===== src/rtl/rv16_pkg.sv =====
// Shared opcode constants, FU channel enum and opcode decode for the writeback queue.
package rv16_pkg;

  // Opcode encodings of the supported arithmetic/logic operations.
  localparam logic [3:0] OpAdd = 4'h0;
  localparam logic [3:0] OpSub = 4'h1;
  localparam logic [3:0] OpMul = 4'h2;
  localparam logic [3:0] OpDiv = 4'h3;
  localparam logic [3:0] OpXor = 4'h4;
  localparam logic [3:0] OpAnd = 4'h5;
  localparam logic [3:0] OpOr  = 4'h6;

  // Width of an FU channel index as stored in a tag.
  localparam int unsigned FuChW = 3;

  typedef enum logic [FuChW-1:0] {
    FuAdd = 3'd0,
    FuSub = 3'd1,
    FuMul = 3'd2,
    FuDiv = 3'd3,
    FuXor = 3'd4,
    FuAnd = 3'd5,
    FuOr  = 3'd6
  } fu_ch_e;

  typedef struct packed {
    logic   legal;
    fu_ch_e ch;
  } op_dec_t;

  // Opcode arrives zero-extended so any upper bits beyond the 4-bit map make it illegal.
  function automatic op_dec_t decode_op(input logic [31:0] op);
    op_dec_t d;
    d.legal = 1'b1;
    d.ch    = FuAdd;
    case (op)
      {28'd0, OpAdd}: d.ch = FuAdd;
      {28'd0, OpSub}: d.ch = FuSub;
      {28'd0, OpMul}: d.ch = FuMul;
      {28'd0, OpDiv}: d.ch = FuDiv;
      {28'd0, OpXor}: d.ch = FuXor;
      {28'd0, OpAnd}: d.ch = FuAnd;
      {28'd0, OpOr}:  d.ch = FuOr;
      default:        d.legal = 1'b0;
    endcase
    return d;
  endfunction

endpackage


===== src/rtl/rv16_tag_fifo.sv =====
// In-order tag FIFO: DEPTH entries (power of two), head visible combinationally.
module rv16_tag_fifo #(
  parameter int unsigned WIDTH = 6,
  parameter int unsigned DEPTH = 4
) (
  input  logic             i_clk,
  input  logic             i_rst,
  input  logic             i_push,
  input  logic             i_pop,
  input  logic [WIDTH-1:0] i_wdata,
  output logic [WIDTH-1:0] o_rdata,
  output logic             o_empty,
  output logic             o_full
);

  localparam int unsigned AW = (DEPTH > 1) ? $clog2(DEPTH) : 1;
  localparam int unsigned CW = $clog2(DEPTH + 1);

  logic [WIDTH-1:0] r_mem [DEPTH];
  logic [AW-1:0]    r_wptr;
  logic [AW-1:0]    r_rptr;
  logic [CW-1:0]    r_count;

  logic w_push;
  logic w_pop;

  assign o_empty = (r_count == '0);
  assign o_full  = (r_count == CW'(DEPTH));
  assign w_push  = i_push & ~o_full;
  assign w_pop   = i_pop & ~o_empty;
  assign o_rdata = r_mem[r_rptr];

  // Pointer and occupancy update; pointers wrap naturally since DEPTH is a power of two.
  always_ff @(posedge i_clk) begin
    if (i_rst) begin
      r_wptr  <= '0;
      r_rptr  <= '0;
      r_count <= '0;
    end else begin
      if (w_push) r_wptr <= r_wptr + AW'(1);
      if (w_pop)  r_rptr <= r_rptr + AW'(1);
      if (w_push && !w_pop) begin
        r_count <= r_count + CW'(1);
      end else if (w_pop && !w_push) begin
        r_count <= r_count - CW'(1);
      end
    end
  end

  // Storage array; contents are don't-care while unoccupied, so no reset.
  always_ff @(posedge i_clk) begin
    if (w_push) r_mem[r_wptr] <= i_wdata;
  end

endmodule


===== src/rtl/rv16_rd_wbq.sv =====
// Writeback queue: orders FU results by issue order and drives a single registered
// destination-register writeback port.
module rv16_rd_wbq
  import rv16_pkg::*;
#(
  parameter int unsigned DATA   = 16,
  parameter int unsigned OPCODE = 4,
  parameter int unsigned NFU    = 7,
  parameter int unsigned RADDR  = 3,
  parameter int unsigned DEPTH  = 4
) (
  input  logic                clk,
  input  logic                rst,
  input  logic                issue_valid,
  input  logic [OPCODE-1:0]   issue_opcode,
  input  logic [RADDR-1:0]    issue_rd,
  output logic                issue_ready,
  output logic                issue_illegal,
  input  logic [NFU-1:0]      fu_valid,
  input  logic [NFU*DATA-1:0] fu_data,
  output logic [NFU-1:0]      fu_ack,
  output logic                rd_wb_valid,
  output logic [RADDR-1:0]    rd_wb_addr,
  output logic [DATA-1:0]     rd_wb_data,
  input  logic                rd_wb_ready,
  output logic                busy
);

  localparam int unsigned TagW = FuChW + RADDR;

  op_dec_t          w_dec;
  logic             w_fire;
  logic             w_push;
  logic             w_pop;
  logic             w_empty;
  logic             w_full;
  logic [TagW-1:0]  w_tag_in;
  logic [TagW-1:0]  w_tag_out;
  logic [FuChW-1:0] w_head_ch;
  logic [RADDR-1:0] w_head_rd;
  logic             w_head_valid;
  logic [DATA-1:0]  w_head_data;
  logic [NFU-1:0]   w_head_oh;
  logic             w_out_free;

  logic             r_illegal;
  logic             r_wb_valid;
  logic [RADDR-1:0] r_wb_addr;
  logic [DATA-1:0]  r_wb_data;

  assign w_dec       = decode_op(32'(issue_opcode));
  assign issue_ready = ~w_full;
  assign w_fire      = issue_valid & issue_ready;
  assign w_push      = w_fire & w_dec.legal & ~rst;
  assign w_tag_in    = {w_dec.ch, issue_rd};

  assign w_head_ch   = w_tag_out[TagW-1 -: FuChW];
  assign w_head_rd   = w_tag_out[RADDR-1:0];

  rv16_tag_fifo #(
    .WIDTH (TagW),
    .DEPTH (DEPTH)
  ) u_tag_fifo (
    .i_clk   (clk),
    .i_rst   (rst),
    .i_push  (w_push),
    .i_pop   (w_pop),
    .i_wdata (w_tag_in),
    .o_rdata (w_tag_out),
    .o_empty (w_empty),
    .o_full  (w_full)
  );

  // Select the result channel named by the head tag; other channels are ignored.
  always_comb begin
    w_head_valid = 1'b0;
    w_head_data  = '0;
    w_head_oh    = '0;
    for (int i = 0; i < NFU; i++) begin
      if (w_head_ch == FuChW'(i)) begin
        w_head_valid = fu_valid[i];
        w_head_data  = fu_data[i*DATA +: DATA];
        w_head_oh[i] = 1'b1;
      end
    end
  end

  // Pop when the head result is present and the output register is free or draining.
  always_comb begin
    w_out_free = ~r_wb_valid | rd_wb_ready;
    w_pop      = ~w_empty & w_head_valid & w_out_free & ~rst;
    fu_ack     = w_pop ? w_head_oh : '0;
  end

  // Writeback register: load on pop, hold under back-pressure, clear after handshake.
  always_ff @(posedge clk) begin
    if (rst) begin
      r_wb_valid <= 1'b0;
      r_wb_addr  <= '0;
      r_wb_data  <= '0;
    end else if (w_pop) begin
      r_wb_valid <= 1'b1;
      r_wb_addr  <= w_head_rd;
      r_wb_data  <= w_head_data;
    end else if (rd_wb_ready) begin
      r_wb_valid <= 1'b0;
    end
  end

  // One-cycle flag for a fired issue carrying an unmapped opcode.
  always_ff @(posedge clk) begin
    if (rst) begin
      r_illegal <= 1'b0;
    end else begin
      r_illegal <= w_fire & ~w_dec.legal;
    end
  end

  assign issue_illegal = r_illegal;
  assign rd_wb_valid   = r_wb_valid;
  assign rd_wb_addr    = r_wb_addr;
  assign rd_wb_data    = r_wb_data;
  assign busy          = ~w_empty | r_wb_valid;

endmodule


===== config.mk =====
export PLATFORM = sky130hd
export DESIGN_NAME = rv16_rd_wbq
export DESIGN_NICKNAME = d
export VERILOG_FILES = /design/src/rtl/rv16_pkg.sv /design/src/rtl/rv16_tag_fifo.sv /design/src/rtl/rv16_rd_wbq.sv
export SDC_FILE = /design/constraint.sdc
export NUM_CORES = 1
export LEC_CHECK = 0
export ABC_AREA = 0
export BUFFER_PORTS_ARGS = -buffer_cell sky130_fd_sc_hd__buf_2
export CORE_AREA = 8 8 67 126
export DETAILED_ROUTE_END_ITERATION = 10
export DIE_AREA = 0 0 75 134
export PLACE_DENSITY_LB_ADDON = 0.12
export SYNTH_ARGS = -nofsm -noshare
export SYNTH_HDL_FRONTEND = slang
export SYNTH_HIERARCHICAL = 1
export SYNTH_SLANG_ARGS = --single-unit

===== constraint.sdc =====
create_clock -name clk -period 8.9 [get_ports clk]
set_input_delay 1.78 -clock clk [delete_from_list [all_inputs] [get_ports clk]]
set_output_delay 1.78 -clock clk [all_outputs]
set_load 0.05 [all_outputs]

* Word-level counts from Yosys, hierarchy flattened
Memories as Yosys holds them, arrays and structs flattened. A register that Yosys moved wholly into a read port is not among the register bits.
Index checks and enable logic that the tools add are counted.
** Cells by class
- $add $sub $neg :: 4
- Multipliers :: 0
- Divide/modulo/power cells :: 0
- $lt $le $gt $ge :: 0
- Equal/unequal tests :: 13
- Shift-type cells :: 0
- Multiplexer cells :: 32
- Bitwise logic cells :: 16
- Reduce and logical (&&, ||, !) cells :: 10
** Operators by type and width (count)
- two-way mux 16 bit :: 7
- two-way mux 1 bit :: 19
- one-hot mux 3 bit (6 select lines) :: 1
- equality test 3 bit, second input constant :: 4
- equality test 4 x 3 -> 1 bit, second input constant :: 3
- AND 1 bit :: 9
- equality test 4 x 2 -> 1 bit, second input constant :: 2
- two-way mux 7 bit :: 1
- OR reduction 7 bit :: 1
- equality test 3 x 2 -> 1 bit, second input constant :: 2
- zero test 3 bit :: 2
- two-way mux 3 bit :: 2
- inverter 1 bit :: 5
- adder 2 x 1 -> 2 bit, second input constant :: 2
- equality test 4 x 1 -> 1 bit, second input constant :: 1
- zero test 4 bit :: 1
- two-way mux 2 bit :: 2
- nonzero test 2 bit :: 2
- adder 3 x 1 -> 3 bit, second input constant :: 1
- equality test 3 x 1 -> 1 bit, second input constant :: 1
- subtractor 3 x 1 -> 3 bit, second input constant :: 1
- logical AND 1 bit :: 2
- zero test 1 bit :: 2
- OR 1 bit :: 2
** Word-level totals
- Register bits after elaboration :: 28
- Bits in latches :: 0
- Bits in writable memories :: 24
- Bits in read-only memories :: 0
- Bits of input ports :: 130
- Logic and storage cells :: 83
- Memories kept :: 1
** Memories
- u_tag_fifo.r_mem :: depth 4, width 6, read ports 1, clocked after Yosys merged registers in 1, wr ports 1, line rv16_tag_fifo.sv:19 : logic [WIDTH-1:0] r_mem [DEPTH];

* Longest topological paths before layout
- Word-level depth :: 15
- Gate-level depth with buffers :: 15

* By module
Netlist, hierarchy kept.
** Modules (own cells, without submodules)
- rv16_rd_wbq :: times used 1, cells an instance 196, area an instance 1965.6 µm², seq. area each 420.4 µm²
- rv16_tag_fifo :: times used 1, cells an instance 79, area an instance 1332.5 µm², seq. area each 900.9 µm²

* Least setup slack after synthesis
OpenSTA, ideal clock, no wires.
- Path kind :: input port to output port
- Start point :: input fu_valid[5]
- End point :: output fu_ack[0]
- Arrival :: 4017 ps
- Path slack :: 3103 ps
- Cell stages on the path :: 5
- Cells stage by stage :: nor2b_1 -> a2111oi_4 -> o211ai_4 -> buf_6 -> nor4_1
** Between the ends
- Word-level cells in the longest chain between the ends :: 6
** RTL lines
- start: declaration :: line rv16_rd_wbq.sv:19 : input logic [NFU-1:0] fu_valid,
- two-way mux 1 bit (2 in series) :: line rv16_rd_wbq.sv:80 : if (w_head_ch == FuChW'(i)) begin
- AND 1 bit (3 in series) :: line rv16_rd_wbq.sv:91 : w_pop = ~w_empty & w_head_valid & w_out_free & ~rst;
- two-way mux 7 bit :: line rv16_rd_wbq.sv:92 : fu_ack = w_pop ? w_head_oh : '0;
- end: declaration :: line rv16_rd_wbq.sv:21 : output logic [NFU-1:0] fu_ack,
No other way between the ends.

* Final worst setup path
- Start point :: input rst
- End point :: output fu_ack[2]
** Between the ends
- Word-level cells in the longest chain between the ends :: 3
** RTL lines
- start: declaration :: line rv16_rd_wbq.sv:13 : input logic rst,
- inverter 1 bit :: line rv16_rd_wbq.sv:91
- AND 1 bit :: line rv16_rd_wbq.sv:91
- two-way mux 7 bit :: line rv16_rd_wbq.sv:92
No other way between the ends.

==> results.json <==
{
  "outcome": "finished, final reports clean",
  "synth.distinct_cells": 38,
  "ioPinCount": 160,
  "tns_ns": 0,
  "clkPwrFrac": 0.320,
  "drv_cap": 0,
  "syn-num-nets": 411,
  "power.share.switching": 0.2869,
  "seqPwrFrac": 0.443,
  "coreArea_sq_um": 6833,
  "layout.nets": 557,
  "grt_pass1_wl_um": 13990,
  "cts_setup_buffers": 0,
  "drcViolationCount": 0,
  "peakVddDrop_mv": 0.1093,
  "synth_edf_count": 24,
  "drtIter0Drc": 151,
  "min-delay-start": "rd_wb_data[11]",
  "hold_buffers": 0,
  "rsz0062_at_grt": "false",
  "power_density_nw_per_um2": 146.6,
  "grt_max_degree": 60,
  "power.leakage_uw": 0.001933,
  "diodes": 0,
  "worst_pin_slew_ns": 0.9461,
  "cts.htree.levels": 2,
  "grt_pass1_vias": 2917,
  "final.setup.worst_slack_ns": 3.629,
  "hold_path_end": "rd_wb_data[11]",
  "yosys_warnings": 6,
  "timing.hold.ws_ns": 0.4755,
  "grt.total_usage": 0.1780,
  "final_hold_viol_count": 0,
  "cp_data_arrival_time_ns": 3.49,
  "worst-endpoint-required_ns": 7.12,
  "hold_path.class": "flip-flop to flip-flop",
  "netlist_area_sq_um": 3298,
  "cts_buffers": 5,
  "maxSlewHeadroom": 0.3663,
  "fmax_mhz": 189.7,
  "dp_slack_ns": 3.618,
  "clock-sinks": 54,
  "path_clk_slew_ns": 0.07,
  "totalPowerFinal_uw": 624.5,
  "gp_congestion": 0.8027,
  "rr_worst_depth": 12,
  "start_kind": "primary input",
  "syn_avg_cell_area_sq_um": 11.99,
  "worstPathMaxFanout": 33,
  "cts_max_path_buffers": 2,
  "finalCritPeriodShare": 0.5923,
  "fin_crit_ns": 5.271,
  "p_int_uw": 445.3,
  "die_h_um": 134,
  "start_util": 0.4827,
  "rows": 43,
  "vias_per_cell": 5.320,
  "critPathKind": "primary input to output port",
  "async_flop_share": 0,
  "totalWireLength_um": 8834,
  "ctsResizeCount": 0,
  "synth_top_flop_cell": "dfxtp_1",
  "regToRegEndpoint": "u_tag_fifo/r_count[2]",
  "clk-insertion-delay-late_ns": 0.29,
  "place_area_sq_um": 4104,
  "antenna_found_initial": 0,
  "grt.overflow.total": 0,
  "rrSetupSlack_ns": 4.41,
  "drive_above_1_share": 0.4763,
  "firstDrtPassIters": 4,
  "setup-violations-final": 0,
  "fp.dieArea_sq_um": 10050,
  "post_drt_wl_per_cell_um": 17.25,
  "seq_area_frac_synth": 0.4006,
  "hold-path-cell-count": 2,
  "cts_tree": "yes",
  "finClkSkew_ns": 0.004231,
  "final_area_sq_um": 4259,
  "die_w_um": 75,
  "port-buffer-count": 159,
  "syn2layout_area_growth_pct": 29.13,
  "dr_total_vias": 2724,
  "drv_slew": 0,
  "power.switching_uw": 179.2,
  "comb_power_share": 0.237,
  "root_buffer": "clkbuf_16",
  "netlist_instances": 275,
  "crit_path_end_kind": "output port",
  "ys_ff_latch": 54,
  "drtAntennaViolNets": 0,
  "hpwl_um": 6926
}
==> cells in the final DEF, fill, tap and decap left out, types with 3 or more instances in the layout <==
master / n
clkbuf_16: 5
inv_1: 12
o21ai_0: 18
mux2_2: 3
ha_1: 5
nand3b_1: 17
nor4_1: 4
nor2_1: 7
nand2b_1: 19
buf_2: 159
dfxtp_1: 30
and2_1: 4
edfxtp_1: 24
nor2b_1: 6
a211oi_1: 3
mux4_2: 23
mux2i_1: 36
xor2_1: 4
o211ai_1: 16
==> routing by layer <==
metal,up-vias,global-route usage,routed length [um]
met5,-,0,0
met4,0,0.06044,120
met3,9,0.05460,890
met2,123,0.2906,4343
met1,1254,0.2100,3480
li1,1338,-,-
==> metrics by stage <==
stage | utilization | cells
5_1_grt | 0.6233 | 512
3_5_place_dp | 0.6006 | 504
6_report | 0.6233 | 512
2_1_floorplan | - | 275
3_3_place_gp | 0.6006 | 504
4_1_cts | 0.6233 | 512
==> power by group through the flow <==
| stage | clock network, uW | logic [uW] | registers (uW) |
|---|---|---|---|
| after global placement | 0 | 146 | 282 |
| after detailed placement | 0 | 148 | 282 |
| after global routing | 213 | 160 | 278 |
| after floorplan | 0 | 73.0 | 307 |
| after CTS | 204 | 149 | 277 |
| final | 200 | 148 | 277 |
==> sequential cells by signal, summed over array words and instances, names as in the netlist, named ones only <==
register and cells:
u_tag_fifo/r_mem 24, rd_wb_data 16, rd_wb_addr 3, u_tag_fifo/r_count 3, u_tag_fifo/r_rptr 2, u_tag_fifo/r_wptr 2
issue_illegal 1, rd_wb_valid 1
==> worst max-delay path by stage <==
stage / startpoint / endpoint / slack, ns / depth (start not counted)
2_1_floorplan: fu_valid[5] / fu_ack[0] / 3.10 / 5
3_3_place_gp: fu_valid[6] / fu_ack[2] / 3.63 / 5
3_5_place_dp: rst / fu_ack[2] / 3.62 / 5
4_1_cts: rst / fu_ack[2] / 3.60 / 5
5_1_grt: flip-flop / fu_ack[5] / 3.37 / 6
6_report: rst / fu_ack[2] / 3.63 / 5
==> worst max-delay path, stage by stage <==
cell	delay (ns)
buf_2	0.27
a2111oi_4	0.44
o211ai_4	0.39
nor4_1	0.28
buf_2	0.32
==> area by class of cell <==
class / instances / area (sq um)
flip-flops and latches: 54 / 1321
clock buffers: 6 / 138.9
repair buffers: 161 / 810.8
well taps: 90 / 112.6
multi-input cells: 187 / 1814
fillers: 587 / 2574
inverters: 12 / 45.04
clock inverters: 2 / 16.27
==> synth_stat cells, drive strengths merged (3+ instances only) <==
cell / instances / share of area
mux2i: 36 / 0.11
dfxtp: 30 / 0.18
edfxtp: 24 / 0.22
mux4: 23 / 0.16
nand2b: 19 / 0.036
o21ai: 18 / 0.027
nand3b: 17 / 0.039
o211ai: 17 / 0.043
clkbuf: 12 / 0.014
inv: 12 / 0.014
buf: 10 / 0.022
nor2: 8 / 0.0099
nor2b: 6 / 0.011
ha: 5 / 0.019
and2: 4 / 0.0076
nor4: 4 / 0.0076
xor2: 4 / 0.011
a211oi: 3 / 0.0068
mux2: 3 / 0.010
==> cells by family after synthesis <==
group / synth area share
buf+inv: 0.04931
simple gates: 0.1347
fa+ha+maj: 0.02504
mux: 0.2766
compound gates: 0.1032
flops: 0.4006
xor+xnor: 0.01062
No activity file was read; power rests on OpenSTA's default activity.
